`src/rtl/alu.sv`:
```
// alu: 16-bit add/sub/AND/NOT-B unit with combinational zero flag and a {V,N,Z} status register.
// Optional V/N status bits are built only when ALU_STATUS_NV_EN is defined.
module alu (
    input  logic        clk,
    input  logic        reset,
    input  logic [15:0] Ain,
    input  logic [15:0] Bin,
    input  logic [1:0]  ALUop,
    input  logic        load_status,
    output logic [15:0] out,
    output logic        Z,
    output logic [2:0]  status
);
    logic [15:0] b_op;
    logic [15:0] sum;
    logic [2:0]  flags;
    // Subtraction reuses the adder as Ain + ~Bin + 1.
    always_comb begin
        b_op = ALUop[0] ? ~Bin : Bin;
        sum = Ain + b_op + {15'b0, ALUop[0]};
        out = ALUop[1] ? (ALUop[0] ? ~Bin : Ain & Bin) : sum;
        Z = out == 16'h0000;
`ifdef ALU_STATUS_NV_EN
        flags = {~ALUop[1] & (Ain[15] == b_op[15]) & (sum[15] != Ain[15]), out[15], Z};
`else
        flags = {2'b00, Z};
`endif
    end
    always_ff @(posedge clk or posedge reset)
        if (reset) status <= 3'b000;
        else if (load_status) status <= flags;
endmodule

```
`config.mk`:
```
export PLATFORM = sky130hd
export DESIGN_NAME = alu
export DESIGN_NICKNAME = d
export VERILOG_FILES = /design/src/rtl/alu.sv
export SDC_FILE = /design/constraint.sdc
export NUM_CORES = 1
export LEC_CHECK = 0
export ABC_AREA = 1
export BUFFER_PORTS_ARGS = -buffer_cell sky130_fd_sc_hd__buf_4
export CAP_MARGIN = 20
export CORE_MARGIN = 3
export CORE_UTILIZATION = 49
export CTS_BUF_LIST = sky130_fd_sc_hd__clkbuf_2
export DETAILED_ROUTE_END_ITERATION = 10
export HOLD_SLACK_MARGIN = 0.1
export PLACE_DENSITY = 0.78
export SLEW_MARGIN = 10
export SYNTH_ARGS = -nofsm -noshare
export SYNTH_HDL_FRONTEND = slang
export SYNTH_SLANG_ARGS = --single-unit
export TNS_END_PERCENT = 5
```
`constraint.sdc`:
```
create_clock -name clk -period 2.8 [get_ports clk]
set_input_delay 0.42 -clock clk [delete_from_list [all_inputs] [get_ports clk]]
set_output_delay 0.42 -clock clk [all_outputs]
set_load 0.01 [all_outputs]
```
==> reports/metrics.yaml, run 1 <==
floorplanning:
  row_count: 20
  die_w_microns: 65.21
  die_h_microns: 65.21
  start_util: 0.5363
  num_io_pins: 57
yosys:
  yosysSeqAreaShare: 0.01457
  post-synth-top-count-cell: "nand2_1"
  ys_async_sr_fraction: 1.000
  syn_area_sq_um: 1718
  ys_types: 35
  yosysTopAreaCell: "nand2_1"
  syn_area_per_cell_sq_um: 5.436
  synth-edff-count: 0
  synth_top_area_frac: 0.2229
  yosys.area_share.simple: 0.5331
  synth_adder_area_share: 0.1355
  synth_ff_type: "dfrtp_1"
  synthCells: 316
  synth.mux.area_fraction: 0
  yosys_warnings: 0
  synth_top_family_by_area: "simple AND/OR/NAND/NOR gates"
  yosys-top-cells-count: "102 x nand2_1, 56 x inv_1, 36 x nand3_1"
  synth-xor-area-share: 0.05098
  ys_seq_elements: 1
  synthTopCellsByArea: "nand2_1 22%, ha_1 12%, inv_1 12%"
  synth_compound_area_frac: 0.1005
grt:
  grt_start_max_net_pins: 19
  grtUsageTotal: 0.8791
  grt-ovfl-total: 276
timing:
  worstEndpointGrtRepair: "Z"
  worstEndpointType: "primary output"
place:
  dp_hpwl_microns: 4719
  gp_congestion: 0.9341
  numPortBuffers: 54
  dp.cells: 457
status:
  status: "aborted with a tool error"
  failing_step: "global routing (5_1_grt)"
  first-error: "[ERROR GRT-0232] Routing congestion too high. Check the congestion heatmap in the GUI."
clock_network:
  holdBufCountCts: 0
metal layers:
metal,track usage,GRT overflow
met1,0.7946,1
met2,1.135,172
met3,0.6222,1
met4,1.098,102
met5,0.1111,0
cell families after synthesis:
logic type,Yosys count
xor+xnor,10
other cells,1
fa+ha+maj,18
flops,1
compound gates,25
simple gates,194
buf+inv,67
per-stage QoR:
step	util	setup TNS [ns]	hold WS [ns]	setup WS (ns)	cell area, sq um
2_1_floorplan	-	0	0.1487	0.1195	1722
3_3_place_gp	0.7801	-0.1960	0.2646	-0.1960	2499
3_5_place_dp	0.7801	-0.2882	0.2656	-0.2208	2499
4_1_cts	0.9297	-0.01326	0.2662	-0.01326	2978
what timing repair did:
item	4_1_cts
endpoints found under the setup margin	3
gates cloned	0
pin swaps	32
gates resized for setup	84
buffers inserted	17
==> run 2: changes to the inputs <==
--- a/config.mk
+++ b/config.mk
@@ -9,11 +9,9 @@
 export BUFFER_PORTS_ARGS = -buffer_cell sky130_fd_sc_hd__buf_4
 export CAP_MARGIN = 20
 export CORE_MARGIN = 3
-export CORE_UTILIZATION = 49
-export CTS_BUF_LIST = sky130_fd_sc_hd__clkbuf_2
+export CORE_UTILIZATION = 34
 export DETAILED_ROUTE_END_ITERATION = 10
-export HOLD_SLACK_MARGIN = 0.1
-export PLACE_DENSITY = 0.78
+export PLACE_DENSITY_LB_ADDON = 0.15
 export SLEW_MARGIN = 10
 export SYNTH_ARGS = -nofsm -noshare
 export SYNTH_HDL_FRONTEND = slang
==> reports/metrics.yaml, run 2 <==
pwr:
  p_switching_uw: 429.8
  power_frac_seq: 0.017
  power.density_nw_per_um2: 275.2
  swShare: 0.4942
  p_leak_nw: 1.720
  internal_power_uw: 439.9
  p_comb_frac: 0.983
  clock_power_share: 0
  irDropWorstVdd_mv: 0.1449
setup_path:
  cp.arrival_ns: 2.47
  crit_slowest_cell: "ha_1"
  cp-end-kind: "output port"
  worstPathRequired_ns: 2.38
  path_buf_inv: 5
  cpLargestDelayFamily: "simple AND/OR/NAND/NOR gates"
  start_kind: "input pin"
  worst-setup-path-type: "in2out"
  cpMostUsedCell: "nand2_1"
  critical-path-max-stage-delay_ns: 0.33
  crit_chain: "buf_12 > buf_12 > buf_4 > xor2_2 > ha_1 > nand2_1 > nor2_2 > buf_4 > nand3_2 > nand2_1 > nand2_1 > nand3_2 > nand2_2 > nor2_2 > and3_4 > buf_6"
  critPathMaxFanout: 10
clock_network:
  cts.clk_slew.worst_paths_ns: 0
  clk_latency_ns: 0
  holdBufCountCts: 0  # unchanged
yosys:
  yosysSeqAreaShare: 0.01457  # unchanged
  synth_ff_type: "dfrtp_1"
  yosys-top-cells-count: "102 x nand2_1, 56 x inv_1, 36 x nand3_1"
  ys_seq_elements: 1  # unchanged
  syn_area_sq_um: 1718  # unchanged
  synthCells: 316  # unchanged
  synth-edff-count: 0  # unchanged
  synth_top_area_frac: 0.2229  # unchanged
  yosys_warnings: 0  # unchanged
  ys_async_sr_fraction: 1.000  # unchanged
  syn_area_per_cell_sq_um: 5.436  # unchanged
  ys_types: 35  # unchanged
  yosysTopAreaCell: "nand2_1"
  synthTopCellsByArea: "nand2_1 22%, ha_1 12%, inv_1 12%"
  post-synth-top-count-cell: "nand2_1"
run:
  drv_cap: 0
final_layout:
  final_common_cell: "buf_4"
  drive_gt1_frac: 0.5349
  reg_top3: "status: 1 flops"
  regMostFlops: "status"
  num_antenna_cells: 0
  fin_util: 0.6561
  final_area_sq_um: 3161
  finalNonFillerCells: 497
  layout_common_cells: "115 x buf_4, 70 x nand2_1, 53 x inv_1, 33 x nand2_2, 30 x nand3_1"
  largest_reg_flops: 1
  fin_nets: 487
  syn_to_final_growth_pct: 83.98
  n_fill_cell: 461
place:
  post-place-ws_ns: -0.2235  # -0.002666 ns
  numPortBuffers: 54  # unchanged
  gp_congestion: 0.8762  # -6.2%
  dp.cells: 481  # +5.3%
  dp_hpwl_microns: 4581  # -2.9%
  postPlaceCellArea_sq_um: 2547  # +2.0%
grt:
  grt_start_max_net_pins: 19
  grtUsageTotal: 0.1889
  grt_pass1_wl_microns: 9563
  antenna_found_initial: 0
  grt_pass1_vias: 2276
  grt-ovfl-total: 0
floorplanning:
  fp.coreArea_sq_um: 4817
  row_count: 25  # +25%
  die_w_microns: 77.08  # +18%
  start_util: 0.3566  # -0.1797
  num_io_pins: 57  # unchanged
  die_h_microns: 77.08  # +18%
  dieArea_sq_um: 5941
drt:
  drt-total-wl_microns: 5978
  via_per_inst: 4.720
  wl_per_cell_microns: 12.03
  ant_nets: 0
  vias: 2346
  dr.pass1.iters: 4
  dr.first_iter.drc_count: 104
  route.detailed.drc: 0
timing:
  hold_violations: 0
  rsz0062_at_grt: "true"
  fmax_mhz: 346.3
  skew_ns: 0
  fin_crit_sh: 1.031
  period_minus_slack_ns: 2.888
  setup_ws_ns: -0.08750
  setup_viol: 2
  hold_slack_ns: 0.2664
  drv_slew: 0
hold_path:
  worstHoldPathType: "in2async"
status:
  violations: "negative setup slack"
  status: "finished with violations"
-- run 2: cell counts after synthesis --
Identical to the previous run, type by type.
-- run 2: path summary, 6_finish.rpt --
kind,start,end,slack [ns],cells past startpoint
max in group asynchronous,reset,status[0]$_DFFE_PP0P_,2.44,2
max reg2reg,status[0]$_DFFE_PP0P_,status[0]$_DFFE_PP0P_,2.22,2
min in group clk,status[0]$_DFFE_PP0P_,status[0]$_DFFE_PP0P_,0.47,2
min,reset,status[0]$_DFFE_PP0P_,0.27,2
max,ALUop[0],Z,-0.09,16
min reg2reg,status[0]$_DFFE_PP0P_,status[0]$_DFFE_PP0P_,0.47,2
-- run 2: per-layer routing --
layer	vias to the layer above	GRT usage	share of wire
met2	61	0.3589	0.50
met1	1058	0.2393	0.44
met3	6	0.01408	0.047
met4	0	0.01601	0.0079
met5	-	0	0
li1	1221	-	-
-- run 2: timing repair --
item	4_1_cts	5_1_grt
setup buffers	14	2
endpoints found under the setup margin	3	4
resized for setup	75	35
pin swaps	33	33
-- run 2: through the flow --
step / TNS [ns] / total power [mW]
4_1_cts: -0.02929 / 0.8027
3_5_place_dp: -0.2666 / 0.6702
5_1_grt: -0.4370 / 0.9492
2_1_floorplan: 0 / 0.3721
6_report: -0.1019 / 0.8697
3_3_place_gp: -0.2122 / 0.6633
-- run 2: power by group through the flow --
stage	clock network (mW)	logic (mW)	registers [mW]
after global routing	0	0.934	0.0147
after detailed placement	0	0.655	0.0147
after floorplan	0	0.357	0.0147
final	0	0.855	0.0147
after global placement	0	0.649	0.0147
after CTS	0	0.788	0.0147
-- run 2: final cells by class --
| type | count | area [sq um] | area share |
|---|---|---|---|
| inverters | 59 | 229.0 | 0.07245 |
| multi-input cells | 249 | 1871 | 0.5918 |
| repair buffers | 121 | 952.2 | 0.3013 |
| well taps | 67 | 83.83 | 0.02652 |
| flip-flops and latches | 1 | 25.02 | 0.007918 |
-- run 2: kinds of logic after synthesis --
logic type	Yosys count	synth area share
compound gates	25	0.1005
xor+xnor	10	0.05099
fa+ha+maj	18	0.1355
buf+inv	67	0.1631
flops	1	0.01456
other cells	1	0.002183
simple gates	194	0.5331
Note: power is estimated with default switching activity, not from simulation.
